$ cat src/rtl/iir1_sequencer_pkg.sv
// iir_pkg: shared constants and helpers for the first-order IIR sequencer.
//   - Q16.16 format constants (DATA_W, FRAC_W, ONE) and saturation limits
//   - FSM state encodings and config-port address map
//   - reset values of the coefficient registers (pass-through filter)
//   - add_q(): DATA_W-wide add, saturating when IIR_SAT_EN is defined, else wrapping
// Build option: `define IIR_SAT_EN to enable saturation of adds and products.
package iir_pkg;

  localparam int unsigned DATA_W = 32;
  localparam int unsigned FRAC_W = 16;

  localparam logic [DATA_W-1:0] ONE     = 32'h0001_0000;
  localparam logic [DATA_W-1:0] SAT_MAX = 32'h7FFF_FFFF;
  localparam logic [DATA_W-1:0] SAT_MIN = 32'h8000_0000;

  typedef logic [2:0] state_t;
  localparam state_t StIdle  = 3'd0;
  localparam state_t StMulA  = 3'd1;
  localparam state_t StMulB0 = 3'd2;
  localparam state_t StMulB1 = 3'd3;
  localparam state_t StDone  = 3'd4;

  localparam logic [2:0] CfgA1   = 3'd0;
  localparam logic [2:0] CfgB0   = 3'd1;
  localparam logic [2:0] CfgB1   = 3'd2;
  localparam logic [2:0] CfgXoff = 3'd3;
  localparam logic [2:0] CfgW0   = 3'd4;
  localparam logic [2:0] CfgClr  = 3'd5;

  localparam logic [DATA_W-1:0] RstA1   = '0;
  localparam logic [DATA_W-1:0] RstB0   = '0;
  localparam logic [DATA_W-1:0] RstB1   = ONE;
  localparam logic [DATA_W-1:0] RstXoff = '0;
  localparam logic [DATA_W-1:0] RstW0   = '0;

  function automatic logic [DATA_W-1:0] add_q(logic [DATA_W-1:0] a, logic [DATA_W-1:0] b);
`ifdef IIR_SAT_EN
    logic [DATA_W:0] s;
    s = {a[DATA_W-1], a} + {b[DATA_W-1], b};
    // Sign bit disagreeing with the guard bit means signed overflow.
    if (s[DATA_W] != s[DATA_W-1]) add_q = s[DATA_W] ? SAT_MIN : SAT_MAX;
    else                          add_q = s[DATA_W-1:0];
`else
    add_q = a + b;
`endif
  endfunction

endpackage

$ cat src/rtl/iir1_sequencer_if.sv
// iir1_sequencer_if: sample in (valid/ready), config write port, result out (valid/ready).
//   master: sample source / config writer / result consumer
//   slave : the sequencer
interface iir1_sequencer_if;
  import iir_pkg::*;

  logic              in_valid;
  logic              in_ready;
  logic [DATA_W-1:0] in_data;
  logic              cfg_we;
  logic [2:0]        cfg_addr;
  logic [DATA_W-1:0] cfg_wdata;
  logic              out_valid;
  logic              out_ready;
  logic [DATA_W-1:0] out_y;
  logic [DATA_W-1:0] out_w;
  logic              busy;

  modport master (
    output in_valid, in_data, cfg_we, cfg_addr, cfg_wdata, out_ready,
    input  in_ready, out_valid, out_y, out_w, busy
  );

  modport slave (
    input  in_valid, in_data, cfg_we, cfg_addr, cfg_wdata, out_ready,
    output in_ready, out_valid, out_y, out_w, busy
  );

endinterface

$ cat src/rtl/iir1_sequencer_mul_q.sv
// iir_mul_q: combinational signed Q16.16 multiply.
//   a_i, b_i : signed operands
//   p_o      : floor((a_i*b_i) >> FRAC_W), saturated with IIR_SAT_EN, else bits [47:16]
module iir_mul_q
  import iir_pkg::*;
(
  input  logic [DATA_W-1:0] a_i,
  input  logic [DATA_W-1:0] b_i,
  output logic [DATA_W-1:0] p_o
);

  logic signed [2*DATA_W-1:0] prod;

  assign prod = $signed({{DATA_W{a_i[DATA_W-1]}}, a_i}) *
                $signed({{DATA_W{b_i[DATA_W-1]}}, b_i});

`ifdef IIR_SAT_EN
  logic signed [2*DATA_W-1:0] shifted;
  assign shifted = prod >>> FRAC_W;

  always_comb begin
    if (shifted > $signed({{DATA_W{1'b0}}, SAT_MAX}))      p_o = SAT_MAX;
    else if (shifted < $signed({{DATA_W{1'b1}}, SAT_MIN})) p_o = SAT_MIN;
    else                                                   p_o = shifted[DATA_W-1:0];
  end
`else
  logic unused_prod;
  assign unused_prod = ^{prod[2*DATA_W-1:FRAC_W+DATA_W], prod[FRAC_W-1:0]};
  assign p_o = prod[FRAC_W+DATA_W-1:FRAC_W];
`endif

endmodule

$ cat src/rtl/iir1_sequencer.sv
// iir1_sequencer: first-order IIR section sequencer.
//   w[n] = (x[n] + xoff) + a1*w[n-1];  y[n] = b0*w[n-1] + b1*w[n]
// One shared multiplier/adder over IDLE -> MUL_A -> MUL_B0 -> MUL_B1 -> DONE.
// Ports: clk, rst (async, active-high), bus (iir1_sequencer_if.slave):
//   in_valid/in_ready/in_data, cfg_we/cfg_addr/cfg_wdata,
//   out_valid/out_ready/out_y/out_w, busy.
// Build option: IIR_SAT_EN selects saturating (defined) or wrapping (undefined) arithmetic.
module iir1_sequencer
  import iir_pkg::*;
(
  input logic             clk,
  input logic             rst,
  iir1_sequencer_if.slave bus
);

  state_t state_q, state_d;
  logic [DATA_W-1:0] a1_q, a1_d, b0_q, b0_d, b1_q, b1_d, xoff_q, xoff_d, w0_q, w0_d;
  logic [DATA_W-1:0] a1_sh_q, a1_sh_d, b0_sh_q, b0_sh_d, b1_sh_q, b1_sh_d;
  logic [DATA_W-1:0] xoff_sh_q, xoff_sh_d, x_q, x_d;
  logic [DATA_W-1:0] wprev_q, wprev_d, wacc_q, wacc_d, yacc_q, yacc_d;
  logic [DATA_W-1:0] out_y_q, out_y_d, out_w_q, out_w_d;
  logic              out_valid_q, out_valid_d, clr_pend_q, clr_pend_d;
  logic [DATA_W-1:0] mul_a, mul_b, mul_p;
  logic              accept;

  // Acceptance is blocked while a clear is pending so the clear lands before the next sample.
  assign bus.in_ready  = (state_q == StIdle) && !clr_pend_q && !rst;
  assign accept        = bus.in_valid && (state_q == StIdle) && !clr_pend_q;
  assign bus.out_valid = out_valid_q;
  assign bus.out_y     = out_y_q;
  assign bus.out_w     = out_w_q;
  assign bus.busy      = (state_q != StIdle);

  always_comb begin
    mul_a = '0;
    mul_b = '0;
    case (state_q)
      StMulA:  begin mul_a = a1_sh_q; mul_b = wprev_q; end
      StMulB0: begin mul_a = b0_sh_q; mul_b = wprev_q; end
      StMulB1: begin mul_a = b1_sh_q; mul_b = wacc_q;  end
      default: ;
    endcase
  end

  iir_mul_q u_mul (
    .a_i (mul_a),
    .b_i (mul_b),
    .p_o (mul_p)
  );

  always_comb begin
    state_d     = state_q;
    a1_d        = a1_q;
    b0_d        = b0_q;
    b1_d        = b1_q;
    xoff_d      = xoff_q;
    w0_d        = w0_q;
    a1_sh_d     = a1_sh_q;
    b0_sh_d     = b0_sh_q;
    b1_sh_d     = b1_sh_q;
    xoff_sh_d   = xoff_sh_q;
    x_d         = x_q;
    wprev_d     = wprev_q;
    wacc_d      = wacc_q;
    yacc_d      = yacc_q;
    out_y_d     = out_y_q;
    out_w_d     = out_w_q;
    out_valid_d = out_valid_q;
    clr_pend_d  = clr_pend_q;

    case (state_q)
      StIdle: begin
        if (clr_pend_q) begin
          wprev_d    = w0_q;
          clr_pend_d = 1'b0;
        end
        if (accept) begin
          // Shadows take the pre-write values, so a same-cycle config write misses this sample.
          x_d       = bus.in_data;
          a1_sh_d   = a1_q;
          b0_sh_d   = b0_q;
          b1_sh_d   = b1_q;
          xoff_sh_d = xoff_q;
          state_d   = StMulA;
        end
      end
      StMulA: begin
        wacc_d  = add_q(add_q(x_q, xoff_sh_q), mul_p);
        state_d = StMulB0;
      end
      StMulB0: begin
        yacc_d  = mul_p;
        state_d = StMulB1;
      end
      StMulB1: begin
        yacc_d      = add_q(yacc_q, mul_p);
        out_y_d     = yacc_d;
        out_w_d     = wacc_q;
        out_valid_d = 1'b1;
        wprev_d     = wacc_q;
        state_d     = StDone;
      end
      StDone: begin
        if (bus.out_ready) begin
          out_valid_d = 1'b0;
          state_d     = StIdle;
        end
      end
      default: state_d = StIdle;
    endcase

    // After the FSM so a new clear request wins over the one being retired.
    if (bus.cfg_we) begin
      case (bus.cfg_addr)
        CfgA1:   a1_d       = bus.cfg_wdata;
        CfgB0:   b0_d       = bus.cfg_wdata;
        CfgB1:   b1_d       = bus.cfg_wdata;
        CfgXoff: xoff_d     = bus.cfg_wdata;
        CfgW0:   w0_d       = bus.cfg_wdata;
        CfgClr:  clr_pend_d = 1'b1;
        default: ;
      endcase
    end
  end

  always_ff @(posedge clk or posedge rst) begin
    if (rst) begin
      state_q     <= StIdle;
      a1_q        <= RstA1;
      b0_q        <= RstB0;
      b1_q        <= RstB1;
      xoff_q      <= RstXoff;
      w0_q        <= RstW0;
      a1_sh_q     <= '0;
      b0_sh_q     <= '0;
      b1_sh_q     <= '0;
      xoff_sh_q   <= '0;
      x_q         <= '0;
      wprev_q     <= '0;
      wacc_q      <= '0;
      yacc_q      <= '0;
      out_y_q     <= '0;
      out_w_q     <= '0;
      out_valid_q <= 1'b0;
      clr_pend_q  <= 1'b0;
    end else begin
      state_q     <= state_d;
      a1_q        <= a1_d;
      b0_q        <= b0_d;
      b1_q        <= b1_d;
      xoff_q      <= xoff_d;
      w0_q        <= w0_d;
      a1_sh_q     <= a1_sh_d;
      b0_sh_q     <= b0_sh_d;
      b1_sh_q     <= b1_sh_d;
      xoff_sh_q   <= xoff_sh_d;
      x_q         <= x_d;
      wprev_q     <= wprev_d;
      wacc_q      <= wacc_d;
      yacc_q      <= yacc_d;
      out_y_q     <= out_y_d;
      out_w_q     <= out_w_d;
      out_valid_q <= out_valid_d;
      clr_pend_q  <= clr_pend_d;
    end
  end

endmodule
$ cat src/flat_wrapper.sv
// flat-port wrapper written by rule: the top's interface ports become plain ports
module iir1_sequencer_flat import iir_pkg::*;
  (clk, rst, bus_in_valid, bus_in_data, bus_cfg_we, bus_cfg_addr, bus_cfg_wdata, bus_out_ready, bus_in_ready, bus_out_valid, bus_out_y, bus_out_w, bus_busy);
  iir1_sequencer_if bus_i ();
  input logic clk;
  input logic rst;
  input wire logic [$bits(bus_i.in_valid)-1:0] bus_in_valid;
  input wire logic [$bits(bus_i.in_data)-1:0] bus_in_data;
  input wire logic [$bits(bus_i.cfg_we)-1:0] bus_cfg_we;
  input wire logic [$bits(bus_i.cfg_addr)-1:0] bus_cfg_addr;
  input wire logic [$bits(bus_i.cfg_wdata)-1:0] bus_cfg_wdata;
  input wire logic [$bits(bus_i.out_ready)-1:0] bus_out_ready;
  output wire logic [$bits(bus_i.in_ready)-1:0] bus_in_ready;
  output wire logic [$bits(bus_i.out_valid)-1:0] bus_out_valid;
  output wire logic [$bits(bus_i.out_y)-1:0] bus_out_y;
  output wire logic [$bits(bus_i.out_w)-1:0] bus_out_w;
  output wire logic [$bits(bus_i.busy)-1:0] bus_busy;
  assign bus_i.in_valid = bus_in_valid;
  assign bus_i.in_data = bus_in_data;
  assign bus_i.cfg_we = bus_cfg_we;
  assign bus_i.cfg_addr = bus_cfg_addr;
  assign bus_i.cfg_wdata = bus_cfg_wdata;
  assign bus_i.out_ready = bus_out_ready;
  assign bus_in_ready = bus_i.in_ready;
  assign bus_out_valid = bus_i.out_valid;
  assign bus_out_y = bus_i.out_y;
  assign bus_out_w = bus_i.out_w;
  assign bus_busy = bus_i.busy;
  iir1_sequencer u_core (.clk(clk), .rst(rst), .bus(bus_i));
endmodule
$ cat config.mk
export PLATFORM = sky130hd
export DESIGN_NAME = iir1_sequencer_flat
export DESIGN_NICKNAME = d
export VERILOG_FILES = /design/src/rtl/iir1_sequencer_pkg.sv /design/src/rtl/iir1_sequencer_if.sv /design/src/rtl/iir1_sequencer_mul_q.sv /design/src/rtl/iir1_sequencer.sv /design/src/flat_wrapper.sv
export SDC_FILE = /design/constraint.sdc
export NUM_CORES = 2
export LEC_CHECK = 0
export ABC_CLOCK_PERIOD_IN_PS = 22900
export CAP_MARGIN = 30
export CORE_UTILIZATION = 45
export CTS_BUF_LIST = sky130_fd_sc_hd__clkbuf_4 sky130_fd_sc_hd__clkbuf_8
export DETAILED_ROUTE_END_ITERATION = 10
export GPL_TIMING_DRIVEN = 0
export PLACE_DENSITY = 0.64
export REMOVE_ABC_BUFFERS = 1
export SKIP_CTS_REPAIR_TIMING = 1
export SLEW_MARGIN = 15
export SYNTH_ARGS = -nofsm -noshare
export SYNTH_HDL_FRONTEND = slang
export SYNTH_SLANG_ARGS = --single-unit
export TNS_END_PERCENT = 30
$ cat constraint.sdc
create_clock -name clk -period 22.9 [get_ports clk]
set_clock_uncertainty 0.1 [all_clocks]
set_input_delay 4.58 -clock clk [delete_from_list [all_inputs] [get_ports clk]]
set_output_delay 4.58 -clock clk [all_outputs]
set_load 0.01 [all_outputs]
==> results.yml <==
worst_hold_path:
  hold_path_startpoint: "u_core.bus.out_w[8]"
  hold_class: "reg2reg"
  holdPathEnd: "u_core.bus.out_w[8]"
  hold_depth: 2
grt:
  antenna_found_initial: 7
  met3_usage_pct: 5.88
  grt_pass1_wl_um: 245000
  grt_max_degree: 103
  grt_use_total_pct: 28.3
  grt_pass1_vias: 39574
  grt-ovfl-total: 0
  use_met2_pct: 44.0
  grt_use_met1_pct: 37.8
  grt-busiest-layer: "met2"
routing:
  wl_per_cell_um: 23.0
  first_pass_iters: 6
  ant_nets: 0
  drt-initial-drc-count: 3243
  vias: 38390
  vias_per_cell: 5.49
  drt_wl_total_um: 161000
  drc: 0
yosys:
  synth-compound-area-share_pct: 6.28
  synth.distinct_cells: 88
  synth_top_area_share_pct: 33.6
  synth_most_common_cell: "inv_1"
  ys_warn_count: 0
  synth_edf_count: 0
  seq_area_frac_synth_pct: 23.4
  ys_ff_latch: 485
  synthXorXnorAreaFrac_pct: 2.35
  synth_top_family_by_area: "adder cells"
  post-synth-top-area-cell: "fa_1"
  synth_area_um2: 51800
  synth.avg_cell_area_um2: 9.74
  ys.flop_type: "dfrtp_1"
  async_flop_share_pct: 100
  yosys-top-cells-area: "fa_1 (34%), dfrtp_1 (23%), mux2_2 (7.9%)"
  synth_fa_ha_area_share_pct: 39.0
  syn_inst: 5325
  synth_simple_gate_area_share_pct: 11.9
  synth_common_cells: "inv_1 (956), fa_1 (871), nand2_1 (793)"
  muxShareOfSynthArea_pct: 8.20
timing:
  final_max_slew_viol_count: 0
  hold_viol: 0
  setup_violations: 0
  slew_headroom_pct: 16.8
  min_period_ns: 14.39
  grt_setup_unrepaired: "no"
  worst_slew_pin_slew_ns: 1.25
  fin_ws_ns: 8.51
  period_share_pct: 62.8
  max_freq_mhz: 69.5
die:
  io_pins: 139
  coreArea_um2: 114000
  die-area_um2: 117000
  rows: 124
  die_h_um: 341
  die_x_um: 341
  initial_utilization_pct: 45.3
final_layout:
  drive_gt1_share_pct: 13.1
  final_nets: 6577
  synthToLayoutAreaGrowth_pct: 12.5
  fin_area_um2: 58300
  n_fill_cell: 10392
cts:
  numCtsBuffers: 86
  cts-htree-levels: 3
  clockBufferDepth: 3
  clk-insertion-delay-late_ns: 0.76
  clkTransAtPathRegs_ns: 0.06
  cts.sinks: 485
  cts_tree: "yes"
  cts_root_buf: "clkbuf_8"
critical_path:
  critPathMaxStageDelay_ns: 1.00
  regToRegSetupSlack_ns: 8.51
  cpMostUsedCell: "fa_1"
  ff2ff_path_depth: 39
  r2r-end: "u_core.wacc_q[31]"
  worst_ep_required_time_ns: 23.45
  crit_type: "reg2reg"
  path_max_fanout: 54
  end_kind: "register"
  crit_arrival_ns: 14.94
  reg2reg_from: "u_core.state_q[2]"
  cp_slowest_cell: "dfrtp_4"
  cp-start-kind: "register"
flow_run:
  drv_cap: 0
placement:
  dpl_cell_area_um2: 56300
  place_ws_ns: 8.69
  globalplace.congestion: 0.942
  port-buffer-count: 138
  dp_hpwl_um: 129000
run_status:
  outcome: "finished, final reports clean"
==> registers in the layout, indices dropped and copies added, names as in the netlist <==
name	flops
u_core.xoff_sh_q	32
u_core.bus.out_w	32
u_core.wacc_q	32
u_core.yacc_q	32
u_core.bus.out_y	32
u_core.b0_sh_q	32
u_core.b0_q	32
u_core.xoff_q	32
u_core.b1_sh_q	32
u_core.x_q	32
u_core.state_q	3
u_core.wprev_q	32
u_core.a1_sh_q	32
u_core.bus.out_valid	1
u_core.b1_q	32
u_core.a1_q	32
u_core.clr_pend_q	1
u_core.w0_q	32
==> metrics by stage <==
step | hold slack (ns) | utilization, % | instances | setup TNS, ns
CTS | 0.378 | 50.9 | 6979 | 0
global route | 0.392 | 51.0 | 6987 | 0
detailed placement | 0.363 | 49.2 | 6827 | 0
floorplan | 0.348 | - | 5081 | 0
global placement | 0.361 | 47.3 | 6731 | -663.64
finish | 0.373 | 51.0 | 6990 | 0
==> layer usage <==
metal | share of wire, % | routed length [um] | vias to the layer above
met5 | 0.012 | 19 | -
met4 | 5.4 | 8680 | 2
met3 | 9.2 | 14800 | 344
met2 | 45 | 72900 | 1648
met1 | 40 | 64600 | 19899
li1 | - | - | 16497
==> cell usage in the layout, fill, tap and decap left out, drive strengths merged, types with 10 or more instances in the layout <==
master	Yosys	routed
nand3	18	18
inv	957	961
o21bai	19	19
a32oi	21	21
and2	20	20
clkbuf	200	134
nand2	794	794
a21o	50	50
dfrtp	484	484
o211ai	10	10
xor2	36	36
xnor2	85	85
fa	871	871
nor2	603	603
mux2i	14	14
ha	224	224
a211oi	12	12
a21boi	44	44
nor3	21	21
a32o	11	11
o21a	16	16
clkdlybuf4s50	0	138
buf	43	101
nor2b	14	14
mux2	365	365
o21ai	137	137
a21oi	129	129
nand2b	12	12
==> cells by family (layout without fill, tap and decap cells) <==
family / count (synthesis) / after routing
flip-flops: 485 / 485
buffers and inverters: 1201 / 1350
adder cells (fa/ha/maj): 1095 / 1095
other: 0 / 4
multiplexers: 379 / 379
AND/OR/NAND/NOR: 1538 / 1538
XOR/XNOR: 127 / 127
AO/OA/AOI/OAI: 500 / 500
==> how the worst max path moves through the flow <==
| stage | from | end | slack [ns] |
|---|---|---|---|
| floorplan | rst | u_core.a1_q[0] | 4.69 |
| global placement | rst | u_core.a1_sh_q[24] | -1.42 |
| detailed placement | u_core.state_q[1] | u_core.wacc_q[31] | 8.69 |
| CTS | u_core.state_q[1] | u_core.wacc_q[31] | 8.59 |
| global route | u_core.state_q[2] | u_core.wacc_q[31] | 8.18 |
| finish | u_core.state_q[2] | u_core.wacc_q[31] | 8.51 |
==> layout make-up <==
cell class | count | area [um^2] | share of cell area (%)
antenna | 4 | 10.0 | 0.0172
sequential | 485 | 12100 | 20.8
multi-input combinational | 3639 | 35600 | 61.0
clock buffer | 132 | 1660 | 2.85
tap | 1512 | 1890 | 3.24
inverter | 957 | 3600 | 6.17
clock inverter | 20 | 314 | 0.538
timing repair buffer | 241 | 3130 | 5.36
==> critical path, delay by kind of cell (launching register included) <==
| family | cells | cell delay [ns] |
|---|---|---|
| AND/OR/NAND/NOR | 6 | 2.13 |
| flip-flops | 1 | 1.00 |
| buffers and inverters | 8 | 0.96 |
| adder cells (fa/ha/maj) | 11 | 5.39 |
| AO/OA/AOI/OAI | 12 | 3.34 |
| XOR/XNOR | 2 | 1.32 |
Power is not shown: default switching activity piles up to over one toggle a cycle in this logic, so the estimate is an artifact.
